$ cat src/rtl/spi_pkg.sv
// spi_pkg: shared state, mode and default-width definitions for the SPI clock generator
package spi_pkg;
  localparam int DIV_W_DEF = 8;
  localparam int CNT_W_DEF = 6;
  localparam int MODE_CPOL = 1;
  localparam int MODE_CPHA = 0;
  typedef enum logic [1:0] {
    IDLE = 2'd0,
    RUN  = 2'd1,
    TAIL = 2'd2
  } state_t;
  typedef enum logic [1:0] {
    MODE0 = 2'b00,
    MODE1 = 2'b01,
    MODE2 = 2'b10,
    MODE3 = 2'b11
  } spi_mode_t;
endpackage

$ cat src/rtl/spi_sclk_gen_if.sv
// spi_sclk_gen_if: control inputs and clock/strobe outputs of the SPI clock generator
interface spi_sclk_gen_if #(
  parameter int DIV_W = spi_pkg::DIV_W_DEF,
  parameter int CNT_W = spi_pkg::CNT_W_DEF
);
  logic             start;
  logic             abort;
  logic [DIV_W-1:0] div;
  logic [CNT_W-1:0] nbits;
  logic             cpol;
  logic             cpha;
  logic             sclk;
  logic             sample_stb;
  logic             shift_stb;
  logic             busy;
  logic             done;
  modport master (
    output start, abort, div, nbits, cpol, cpha,
    input  sclk, sample_stb, shift_stb, busy, done
  );
  modport slave (
    input  start, abort, div, nbits, cpol, cpha,
    output sclk, sample_stb, shift_stb, busy, done
  );
endinterface

$ cat src/rtl/spi_half_cnt.sv
// spi_half_cnt: saturating half-period down-counter with reload and zero flag
module spi_half_cnt #(
  parameter int DIV_W = spi_pkg::DIV_W_DEF
) (
  input  logic             clk,
  input  logic             rst_n,
  input  logic             load,
  input  logic             en,
  input  logic [DIV_W-1:0] value,
  output logic             zero
);
  logic [DIV_W-1:0] cnt;
  // load has priority; decrement stops at zero so the counter never wraps
  always_ff @(posedge clk or negedge rst_n) begin
    if (!rst_n) cnt <= '0;
    else if (load) cnt <= value;
    else if (en && !zero) cnt <= cnt - DIV_W'(1);
  end
  assign zero = cnt == '0;
endmodule

$ cat src/rtl/spi_sclk_gen.sv
// spi_sclk_gen: SPI serial clock generator with mode-dependent sample/shift strobes
module spi_sclk_gen
  import spi_pkg::*;
#(
  parameter int DIV_W = DIV_W_DEF,
  parameter int CNT_W = CNT_W_DEF
) (
  input logic           clk,
  input logic           rst_n,
  spi_sclk_gen_if.slave bus
);
  state_t           state;
  spi_mode_t        mode_l;
  logic [DIV_W-1:0] div_l;
  logic [CNT_W-1:0] nbits_l;
  logic [CNT_W:0]   edge_cnt;
  logic [CNT_W:0]   edge_nxt;
  logic             zero;
  logic             accept;
  logic             last;
  logic             lead;
  logic             cpol_l;
  logic             cpha_l;
  // acceptance, next-edge classification and latched mode bits
  always_comb begin
    accept   = state == IDLE && bus.start && !bus.abort;
    edge_nxt = edge_cnt + (CNT_W+1)'(1);
    last     = edge_nxt == {nbits_l, 1'b0};
    lead     = !edge_cnt[0];
    cpol_l   = mode_l[MODE_CPOL];
    cpha_l   = mode_l[MODE_CPHA];
  end
  spi_half_cnt #(.DIV_W(DIV_W)) u_half_cnt (
    .clk   (clk),
    .rst_n (rst_n),
    .load  (accept || (state != IDLE && zero)),
    .en    (state != IDLE),
    .value (accept ? bus.div : div_l),
    .zero  (zero)
  );
  // burst FSM with registered clock, strobes and status
  always_ff @(posedge clk or negedge rst_n) begin
    if (!rst_n) begin
      state          <= IDLE;
      mode_l         <= MODE0;
      div_l          <= '0;
      nbits_l        <= '0;
      edge_cnt       <= '0;
      bus.sclk       <= 1'b0;
      bus.sample_stb <= 1'b0;
      bus.shift_stb  <= 1'b0;
      bus.busy       <= 1'b0;
      bus.done       <= 1'b0;
    end else begin
      bus.sample_stb <= 1'b0;
      bus.shift_stb  <= 1'b0;
      bus.done       <= 1'b0;
      if (state != IDLE && bus.abort) begin
        state    <= IDLE;
        bus.sclk <= cpol_l;
        bus.busy <= 1'b0;
      end else begin
        case (state)
          IDLE: begin
            bus.sclk <= bus.cpol;
            if (accept) begin
              state    <= bus.nbits == '0 ? TAIL : RUN;
              bus.busy <= 1'b1;
              div_l    <= bus.div;
              nbits_l  <= bus.nbits;
              mode_l   <= spi_mode_t'({bus.cpol, bus.cpha});
              edge_cnt <= '0;
            end
          end
          RUN: begin
            if (zero) begin
              bus.sclk       <= !bus.sclk;
              edge_cnt       <= edge_nxt;
              bus.sample_stb <= cpha_l ? !lead : lead;
              bus.shift_stb  <= cpha_l ? lead : !lead && !last;
              if (last) state <= TAIL;
            end
          end
          TAIL: begin
            if (zero) begin
              state    <= IDLE;
              bus.busy <= 1'b0;
              bus.done <= 1'b1;
            end
          end
          default: state <= IDLE;
        endcase
      end
    end
  end
endmodule

$ cat src/flat_wrapper.sv
// flat-port wrapper written by rule: the top's interface ports become plain ports
module spi_sclk_gen_flat import spi_pkg::*;
#(
  parameter int DIV_W = DIV_W_DEF,
  parameter int CNT_W = CNT_W_DEF
)
  (clk, rst_n, bus_start, bus_abort, bus_div, bus_nbits, bus_cpol, bus_cpha, bus_sclk, bus_sample_stb, bus_shift_stb, bus_busy, bus_done);
  spi_sclk_gen_if #(.DIV_W(DIV_W), .CNT_W(CNT_W)) bus_i ();
  input logic clk;
  input logic rst_n;
  input wire logic [$bits(bus_i.start)-1:0] bus_start;
  input wire logic [$bits(bus_i.abort)-1:0] bus_abort;
  input wire logic [$bits(bus_i.div)-1:0] bus_div;
  input wire logic [$bits(bus_i.nbits)-1:0] bus_nbits;
  input wire logic [$bits(bus_i.cpol)-1:0] bus_cpol;
  input wire logic [$bits(bus_i.cpha)-1:0] bus_cpha;
  output wire logic [$bits(bus_i.sclk)-1:0] bus_sclk;
  output wire logic [$bits(bus_i.sample_stb)-1:0] bus_sample_stb;
  output wire logic [$bits(bus_i.shift_stb)-1:0] bus_shift_stb;
  output wire logic [$bits(bus_i.busy)-1:0] bus_busy;
  output wire logic [$bits(bus_i.done)-1:0] bus_done;
  assign bus_i.start = bus_start;
  assign bus_i.abort = bus_abort;
  assign bus_i.div = bus_div;
  assign bus_i.nbits = bus_nbits;
  assign bus_i.cpol = bus_cpol;
  assign bus_i.cpha = bus_cpha;
  assign bus_sclk = bus_i.sclk;
  assign bus_sample_stb = bus_i.sample_stb;
  assign bus_shift_stb = bus_i.shift_stb;
  assign bus_busy = bus_i.busy;
  assign bus_done = bus_i.done;
  spi_sclk_gen #(.DIV_W(DIV_W), .CNT_W(CNT_W)) u_core (.clk(clk), .rst_n(rst_n), .bus(bus_i));
endmodule
$ cat config.mk
export PLATFORM = sky130hd
export DESIGN_NAME = spi_sclk_gen_flat
export DESIGN_NICKNAME = d
export VERILOG_FILES = /design/src/rtl/spi_pkg.sv /design/src/rtl/spi_sclk_gen_if.sv /design/src/rtl/spi_half_cnt.sv /design/src/rtl/spi_sclk_gen.sv /design/src/flat_wrapper.sv
export SDC_FILE = /design/constraint.sdc
export NUM_CORES = 1
export LEC_CHECK = 0
export BUFFER_PORTS_ARGS = -buffer_cell sky130_fd_sc_hd__buf_4
export CAP_MARGIN = 30
export CORE_MARGIN = 5
export CORE_UTILIZATION = 45
export DETAILED_ROUTE_END_ITERATION = 12
export PLACE_DENSITY = 0.73
export SKIP_LAST_GASP = 1
export SYNTH_ARGS = -nofsm -noshare
export SYNTH_HDL_FRONTEND = slang
export SYNTH_SLANG_ARGS = --single-unit
$ cat constraint.sdc
create_clock -name clk -period 2.3 [get_ports clk]
set_clock_uncertainty 0.2 [all_clocks]
set_input_delay 0 -clock clk [delete_from_list [all_inputs] [get_ports clk]]
set_output_delay 0 -clock clk [all_outputs]
set_load 0.1 [all_outputs]
==> results of run 1 <==
[worst paths after layout]
path,slack [ns],startpoint,endpoint,depth (start not counted)
max,0.22,u_core.state[1],u_core.u_half_cnt.cnt[0],5
min,0.00005,rst_n,u_core.nbits_l[0],2
max reg2reg,0.22,u_core.state[1],u_core.u_half_cnt.cnt[0],5
min reg2reg,0.28,u_core.div_l[1],u_core.div_l[1],1
max in group asynchronous,1.56,rst_n,u_core.edge_cnt[0],2
min in group clk,0.24,bus_cpha,u_core.mode_l[0],4
[registers in the layout (all words and copies together) (netlist names)]
signal	cells
u_core.div_l	8
u_core.u_half_cnt.cnt	8
u_core.edge_cnt	7
u_core.nbits_l	6
u_core.mode_l	2
u_core.state	2
u_core.bus.busy	1
u_core.bus.done	1
u_core.bus.sample_stb	1
u_core.bus.sclk	1
u_core.bus.shift_stb	1
[power breakdown]
group,internal [W],total [W],switching [W]
clock,0.000319,0.000549,0.000230
sequential,0.000773,0.000865,0.0000923
combinational,0.000195,0.000431,0.000237
total,0.00129,0.00185,0.000560
[per-stage QoR]
stage	instance area [µm²]	setup WS, ns	total power (W)
after global placement	2300	0.303	0.00127
after CTS	2600	0.219	0.00186
after floorplan	2060	0.465	0.00116
after global routing	2600	0.122	0.00196
after detailed placement	2300	0.244	0.00128
final	2600	0.218	0.00185
[worst max-delay path, cell delays in order, from the launching register on]
cell	delay, ns
dfrtp_1	0.46
or2_4	0.30
nor2_8	0.29
mux2_4	0.34
nor3_1	0.26
a311oi_2	0.08
[cells by family (layout without fill, tap and decap cells)]
group,Yosys count,in the layout,synth area share
DFF,38,38,0.461
and+or+nand+nor,86,86,0.214
AOI/OAI and AO/OA,57,57,0.180
xor gates and xnor gates,10,10,0.0425
buffers and inverters,15,62,0.0322
muxes,9,9,0.0516
adders and majority gates,3,3,0.0182
[cell type report]
| class | instances | area (µm²) |
|---|---|---|
| fillers | 378 | 1790 |
| repair buffers | 48 | 408 |
| inverters | 6 | 22.5 |
| clock buffers | 5 | 68.8 |
| flip-flops and latches | 38 | 951 |
| clock inverters | 3 | 40.0 |
| multi-input cells | 165 | 1040 |
| well taps | 52 | 65.1 |
[routing by layer]
layer,share of wire,up-vias,track usage
met2,0.43,36,0.230
met5,0,-,0
met4,0.013,0,0.0464
met3,0.048,4,0.0428
li1,-,871,-
met1,0.51,791,0.225
[placed cells by master (no fill, tap or decap), drive strengths merged, types with 4 or more instances in the layout]
| master | n |
|---|---|
| a21oi | 11 |
| a22o | 5 |
| and3 | 4 |
| buf | 29 |
| clkbuf | 5 |
| dfrtp | 38 |
| dlygate4sd3 | 19 |
| inv | 6 |
| mux2 | 7 |
| nand2 | 42 |
| nand3 | 6 |
| nor2 | 10 |
| nor2b | 4 |
| nor3 | 5 |
| o21ai | 21 |
| o31ai | 4 |
| xnor2 | 8 |
[what timing repair did]
item / CTS / global route
setup endpoints to repair: 0 / 0
setup buffers: 0 / 0
hold buffers: 19 / 0
endpoints found under the hold margin: 65 / 0
==> metrics.cfg, run 1 <==
[routing]
drc_errors = 0
drt-pass1-iter-count = 4
ant_nets = 0
drt_iter0_drc = 142
routed_wl_mm = 4.40
num_vias = 1702
vias_per_cell = 5.37
avgRoutedWirePerCell_um = 13.9

[hold_path]
hp-class = input pin to asynchronous set/reset pin

[synth]
yosysMostFrequentCell = nand2_1
synth_area_leader_cell = dfrtp_1
synth-seq-cells = 38
synthFlopType = dfrtp_1
syn-num-nets = 241
async_reset_ff_frac = 1.00
synth_edf_count = 0
synthTopCellsByCount = nand2_1 (42), dfrtp_1 (38), o21ai_0 (16), a21oi_1 (11), nor2_1 (9)
synth_seq_area_share = 0.461
synth_top_area_share = 0.461
synth.avg_cell_area_um2 = 9.45
synth_cell_types = 47
synth_area_mm2 = 0.00206
ys_top_cells_by_area = dfrtp_1 (46%), nand2_1 (7.7%), o21ai_0 (3.9%), xnor2_1 (3.4%), a21oi_1 (2.7%)
postSynthCellCount = 218
synth_warnings = 0

[clocking]
cts_root_buffer = clkbuf_8
cts_max_path_buffers = 2
cts_resized = 0
insertion_delay_ns = 0.29
clkTransAtPathRegs_ns = 0.08
numClockSinks = 38
h-tree-depth = 2
numCtsBuffers = 5
cts_tree = yes

[die]
die-area_mm2 = 0.00603
io_pins = 25
num_rows = 24
start_util = 0.470
die-height_um = 77.7
core_area_mm2 = 0.00438
die_w_um = 77.7

[layout]
syn_to_final_growth_pct = 26.1
fin_cells = 317
n_antenna_cell = 0
drive_gt1_frac = 0.185
postLayoutCoreUtil = 0.593
nets = 287

[placed_design]
dp_hpwl_mm = 3.11
place_congestion = 0.852
port_buffers = 24
place_inst = 290

[run]
max-cap-violations = 0

[timing]
finalSetupViolCount = 0
hold_slack_ns = 0.0000453
relSlewSlack = 0.675
clock.fmax_mhz = 480
hold_viol_final = 0
fin_setup_tns_ns = 0
slew_violations = 0
fin_crit_ns = 2.08
rsz0062_at_grt = no
timing.final.crit_share = 0.905
tightest_slew_ns = 0.484

[global_routing]
grt_pass1_vias = 1668
grt_overflow = 0
grt.total_usage = 0.157
grt_pass1_wl_mm = 7.80
antenna_found_initial = 0
grt_max_degree = 39

[power]
ir_worst_vdd_uv = 492
p_leak_nw = 1.16
p_per_area_mw_per_mm2 = 710

[worst_setup_path]
cp_max_fo = 18
required_ns = 2.26
cp.arrival_ns = 2.04
path_class = register to register
end_kind = register
start_kind = register

[outcome]
status = finished, final reports clean

Note: power is estimated with default switching activity, not from simulation.
==> run 2: changes to the inputs <==
--- a/config.mk
+++ b/config.mk
@@ -5,6 +5,7 @@
 export SDC_FILE = /design/constraint.sdc
 export NUM_CORES = 1
 export LEC_CHECK = 0
+export ABC_CLOCK_PERIOD_IN_PS = 2700
 export BUFFER_PORTS_ARGS = -buffer_cell sky130_fd_sc_hd__buf_4
 export CAP_MARGIN = 30
 export CORE_MARGIN = 5
==> constraint.sdc (replaced) <==
create_clock -name clk -period 2.7 [get_ports clk]
set_clock_uncertainty 0.2 [all_clocks]
set_input_delay 0 -clock clk [delete_from_list [all_inputs] [get_ports clk]]
set_output_delay 0 -clock clk [all_outputs]
set_load 0.1 [all_outputs]
==> run 2 against run 1 <==
Net effect: worst hold slack better by 0.0067 ns; sequential power down 14%; wire length up 1.0%; worst setup slack better by 0.30 ns; non-clock buffer count down 3; via count up 0.65%; critical path depth unchanged; design area down 1.5%; critical endpoint unchanged; largest power group unchanged.
==> metrics.cfg, run 2 (synthesis results as in run 1) <==
[layout]
fin_cells = 314  ; -0.95%
nFillCells = 397  ; +5.0%
postLayoutCoreUtil = 0.584  ; -0.00913
final_common_cell = nand2_1
drive_gt1_frac = 0.172  ; -0.0131
nets = 284  ; -1.0%
final_cell_mix = nand2_1 (42), dfrtp_1 (38), buf_4 (26)
top_regs = u_core.div_l (8), u_core.u_half_cnt.cnt (8), u_core.edge_cnt (7)
syn_to_final_growth_pct = 24.2
n_antenna_cell = 0  ; unchanged

[power]
p_leak_nw = 1.14  ; -2.1%
ir_worst_vdd_uv = 376  ; -24%
p_per_area_mw_per_mm2 = 587  ; -17%
power_switching_w = 0.000476  ; -15%
swShare = 0.317  ; +0.0135
p_int_w = 0.00103  ; -20%
seqPwrFrac = 0.495  ; +0.026
combPwrFrac = 0.238  ; +0.004
clockPowerShare = 0.267  ; -0.031

[clocking]
clkTransAtPathRegs_ns = 0.07  ; about the same
insertion_delay_ns = 0.29  ; about the same
numCtsBuffers = 5  ; unchanged
cts_resized = 0  ; unchanged
cts_tree = yes
cts_max_path_buffers = 2  ; unchanged
cts_root_buffer = clkbuf_8
h-tree-depth = 2  ; unchanged
post-cts-setup-buffers = 0  ; unchanged
numClockSinks = 38  ; unchanged
ctsHoldBuffers = 19  ; unchanged

[worst_setup_path]
start_kind = register
cp_max_fo = 18  ; unchanged
worst_path_largest_cell_delay_ns = 0.55  ; +0.09 ns
path_cells = or2_4, nor2_8, mux2_4, nor3_1, a311oi_2
cp.arrival_ns = 2.15  ; +0.11 ns
end_kind = register
required_ns = 2.67  ; +0.41 ns
path_class = register to register
cpMaxStageDelayCell = dfrtp_1

[global_routing]
grt_overflow = 0  ; unchanged
grt.total_usage = 0.161  ; +0.00446
grt_pass1_wl_mm = 7.75  ; -0.70%
grt_pass1_vias = 1635  ; -2.0%
antenna_found_initial = 0  ; unchanged
grt_max_degree = 39  ; unchanged

[routing]
avgRoutedWirePerCell_um = 14.2  ; +2.0%
drt-pass1-iter-count = 4  ; unchanged
num_vias = 1713  ; +0.65%
vias_per_cell = 5.46  ; +1.6%
ant_nets = 0  ; unchanged
drc_errors = 0  ; unchanged
drt_iter0_drc = 135  ; -4.9%
routed_wl_mm = 4.45  ; +1.0%

[run]
max-cap-violations = 0  ; unchanged

[die]
core_area_mm2 = 0.00438  ; unchanged
num_rows = 24  ; unchanged
die-height_um = 77.7  ; unchanged
die_w_um = 77.7  ; unchanged
start_util = 0.470  ; unchanged
die-area_mm2 = 0.00603  ; unchanged
io_pins = 25  ; unchanged

[placed_design]
place_congestion = 0.849  ; -0.42%
place_inst = 287  ; -1.0%
dp_hpwl_mm = 3.00  ; -3.5%
port_buffers = 24  ; unchanged

[timing]
slew_violations = 0  ; unchanged
tightest_slew_ns = 0.485  ; +0.000677 ns
finalSetupViolCount = 0  ; unchanged
clock.fmax_mhz = 458  ; -4.7%
hold_slack_ns = 0.00672  ; +0.00667 ns
fin_crit_ns = 2.18  ; +0.102 ns
fin_setup_tns_ns = 0  ; unchanged
rsz0062_at_grt = no
hold_viol_final = 0  ; unchanged
relSlewSlack = 0.675  ; about the same
timing.final.crit_share = 0.809  ; -0.0962

[outcome]
status = finished, final reports clean

[hold_path]
hp-class = input pin to asynchronous set/reset pin

[run 2: cell types whose count changed in the layout (fill, tap and decap cells not counted), sizes merged]
| cell | delta |
|---|---|
| clkbuf | +2 |
| bufinv | -1 |
| buf | -3 |
| clkinv | -1 |
[run 2: final timing paths]
check	start	end	slack (ns)	depth (start not counted)
worst max-delay path	u_core.state[0]	u_core.u_half_cnt.cnt[0]	0.52	5
worst min-delay path	rst_n	u_core.nbits_l[2]	0.007	2
worst max register to register	u_core.state[0]	u_core.u_half_cnt.cnt[0]	0.52	5
worst min register to register	u_core.div_l[1]	u_core.div_l[1]	0.29	1
max in group asynchronous	rst_n	u_core.div_l[1]	1.96	2
min in group clk	bus_cpha	u_core.mode_l[0]	0.24	4
[run 2: power by group through the flow]
stage	combinational (W)	clock [W]	sequential (W)
2_1_floorplan	0.000224	0	0.000762
3_5_place_dp	0.000336	0	0.000749
4_1_cts	0.000360	0.000412	0.000741
6_report	0.000358	0.000401	0.000743
5_1_grt	0.000405	0.000439	0.000755
3_3_place_gp	0.000327	0	0.000749
[run 2: final cells by class]
class	instances	area, µm²	share of cell area
sequential	38	951	0.372
timing repair buffer	45	385	0.151
multi-input combinational	165	1040	0.408
clock inverter	1	5.00	0.00196
inverter	6	22.5	0.00880
tap	52	65.1	0.0254
clock buffer	7	86.3	0.0337
[run 2: metal layers]
| metal | GRT usage | routed length [µm] | vias to the layer above |
|---|---|---|---|
| met4 | 0.0928 | 97 | 0 |
| met5 | 0 | 0 | - |
| met3 | 0.0359 | 240 | 10 |
| li1 | - | - | 856 |
| met1 | 0.230 | 2250 | 796 |
| met2 | 0.222 | 1860 | 51 |
[run 2: critical path, delay by kind of cell, from the launching register on]
family | cells | cell delay [ns]
AOI/OAI and AO/OA | 1 | 0.07
DFF | 1 | 0.55
muxes | 1 | 0.34
and+or+nand+nor | 3 | 0.90
[run 2: metrics by stage]
step	total power, W	cell area (µm²)	setup WS (ns)
after floorplan	0.000986	2060	0.865
after global placement	0.00108	2280	0.558
after detailed placement	0.00109	2280	0.523
after CTS	0.00151	2560	0.508
after global routing	0.00160	2560	0.382
final	0.00150	2560	0.516
==> run 3: changes to the inputs <==
--- a/config.mk
+++ b/config.mk
@@ -5,7 +5,7 @@
 export SDC_FILE = /design/constraint.sdc
 export NUM_CORES = 1
 export LEC_CHECK = 0
-export ABC_CLOCK_PERIOD_IN_PS = 2700
+export ABC_CLOCK_PERIOD_IN_PS = 2250
 export BUFFER_PORTS_ARGS = -buffer_cell sky130_fd_sc_hd__buf_4
 export CAP_MARGIN = 30
 export CORE_MARGIN = 5
==> constraint.sdc (replaced) <==
create_clock -name clk -period 2.25 [get_ports clk]
set_clock_uncertainty 0.2 [all_clocks]
set_input_delay 0 -clock clk [delete_from_list [all_inputs] [get_ports clk]]
set_output_delay 0 -clock clk [all_outputs]
set_load 0.1 [all_outputs]
==> run 3 against run 2 <==
Net effect: critical path depth is the same; final cell count grew 0.96%; wire length shrank 1.3%; global-route usage shrank 0.51 points; core utilization grew 0.34 points; register-to-register slack lost 0.30 ns; critical path type unchanged; critical endpoint unchanged.
==> metrics.cfg, run 3 (synthesis results as in run 1) <==
[die]
num_rows = 24  ; unchanged
core_area_mm2 = 0.00438  ; unchanged
die-height_um = 77.7  ; unchanged
io_pins = 25  ; unchanged
die_w_um = 77.7  ; unchanged
die-area_mm2 = 0.00603  ; unchanged
start_util = 0.470  ; unchanged

[global_routing]
grt.total_usage = 0.156  ; -0.00511
antenna_found_initial = 0  ; unchanged
grt_max_degree = 39  ; unchanged
grt_overflow = 0  ; unchanged
grt_pass1_wl_mm = 7.69  ; -0.71%
grt_pass1_vias = 1630  ; -0.31%

[routing]
ant_nets = 0  ; unchanged
drc_errors = 0  ; unchanged
num_vias = 1692  ; -1.2%
highest-signal-layer = met4
met3_length_um = 225  ; -6.3%
drt_iter0_drc = 139  ; +3.0%
vias_per_cell = 5.34  ; -2.2%
drt-pass1-iter-count = 5  ; +1
wl_met1_mm = 2.30  ; +2.3%
met2WireLength_mm = 1.80  ; -3.1%
avgRoutedWirePerCell_um = 13.8  ; -2.2%
routed_wl_mm = 4.39  ; -1.3%

[layout]
top_regs = u_core.div_l (8), u_core.u_half_cnt.cnt (8), u_core.edge_cnt (7)
syn_to_final_growth_pct = 24.9
n_antenna_cell = 0  ; unchanged
drive_gt1_frac = 0.177  ; +0.00560
final_common_cell = nand2_1
final_cell_area_mm2 = 0.00257  ; +0.59%
final_cell_mix = nand2_1 (42), dfrtp_1 (38), buf_4 (30)
nets = 288  ; +1.4%

[clocking]
numCtsBuffers = 5  ; unchanged
cts_resized = 0  ; unchanged
numClockSinks = 38  ; unchanged
ctsHoldBuffers = 19  ; unchanged
cts_root_buffer = clkbuf_8
cts_max_path_buffers = 2  ; unchanged
insertion_delay_ns = 0.28  ; about the same
h-tree-depth = 2  ; unchanged
clkTransAtPathRegs_ns = 0.07  ; about the same
post-cts-setup-buffers = 0  ; unchanged
cts_tree = yes

[worst_setup_path]
cp_max_fo = 18  ; unchanged
worst_path_largest_cell_delay_ns = 0.45  ; -0.10 ns
cpMaxStageDelayCell = dfrtp_1
path_class = register to register
required_ns = 2.20  ; -0.47 ns
cp.arrival_ns = 1.99  ; -0.16 ns
start_kind = register
worstRegToRegCells = 5  ; unchanged
end_kind = register
path_cells = or2_4, nor2_8, mux2_4, nor3_1, a311oi_2

[run]
max-cap-violations = 0  ; unchanged

[timing]
timing.final.crit_share = 0.906  ; +0.0970
rsz0062_at_grt = no
fin_setup_tns_ns = 0  ; unchanged
hold_viol_final = 0  ; unchanged
slew_violations = 0  ; unchanged
finalSetupViolCount = 0  ; unchanged
setup_slack_ns = 0.211  ; -0.304 ns
tightest_slew_ns = 0.510  ; +0.0252 ns
clock.fmax_mhz = 491  ; +7.2%
fin_crit_ns = 2.04  ; -0.146 ns
relSlewSlack = 0.658  ; -0.0179

[placed_design]
pre_cts_ws_ns = 0.222  ; -0.301 ns
postPlaceCellArea_mm2 = 0.00231  ; +1.3%
port_buffers = 24  ; unchanged
dp_hpwl_mm = 3.04  ; +1.5%
place_congestion = 0.853  ; +0.45%

[power]
p_per_area_mw_per_mm2 = 681  ; +16%
p_leak_nw = 1.15  ; +0.84%
ir_worst_vdd_uv = 441  ; +17%

[outcome]
status = finished, final reports clean

[hold_path]
hp-class = input pin to asynchronous set/reset pin

run 3: changes by cell type in the layout (fill, tap and decap cells not counted), sizes merged:
cell    change
clkinv      -1
buf         +4
run 3: final cells by class:
class	count	area [µm²]
clock buffer	7	76.3
fill	395	1810
inverter	6	22.5
multi-input combinational	165	1040
sequential	38	951
tap	52	65.1
timing repair buffer	49	415
run 3: stage by stage:
step,cells,total power (W),utilization,hold slack [ns]
after floorplan,218,0.00118,-,-0.496
after global placement,291,0.00130,0.526,-0.211
after detailed placement,291,0.00131,0.526,-0.213
after CTS,317,0.00176,0.587,0.0230
after global routing,317,0.00186,0.587,0.0859
final,317,0.00175,0.587,0.0137
run 3: metal layers:
| layer | track usage | vias up |
|---|---|---|
| met5 | 0 | - |
| met4 | 0.0550 | 0 |
| li1 | - | 866 |
| met2 | 0.221 | 45 |
| met1 | 0.229 | 777 |
| met3 | 0.0405 | 4 |
run 3: path summary, 6_finish.rpt:
check / start / endpoint / slack [ns]
worst min-delay path: rst_n / u_core.nbits_l[2] / 0.01
worst max register to register: u_core.state[1] / u_core.u_half_cnt.cnt[0] / 0.21
worst min register to register: u_core.div_l[1] / u_core.div_l[1] / 0.28
min in group clk: bus_cpha / u_core.mode_l[0] / 0.25
max in group asynchronous: rst_n / u_core.div_l[7] / 1.52
worst max-delay path: u_core.state[1] / u_core.u_half_cnt.cnt[0] / 0.21
run 3: where the power goes:
part | total [W] | internal [W] | switching, W
clock network | 0.000429 | 0.000213 | 0.000216
logic | 0.000441 | 0.000200 | 0.000241
registers | 0.000882 | 0.000790 | 0.0000918
run 3: worst max-delay path, delay by kind of cell (launching register included):
family             cells  cell delay (ns)
and+or+nand+nor        3             0.84
DFF                    1             0.45
AOI/OAI and AO/OA      1             0.07
muxes                  1             0.34
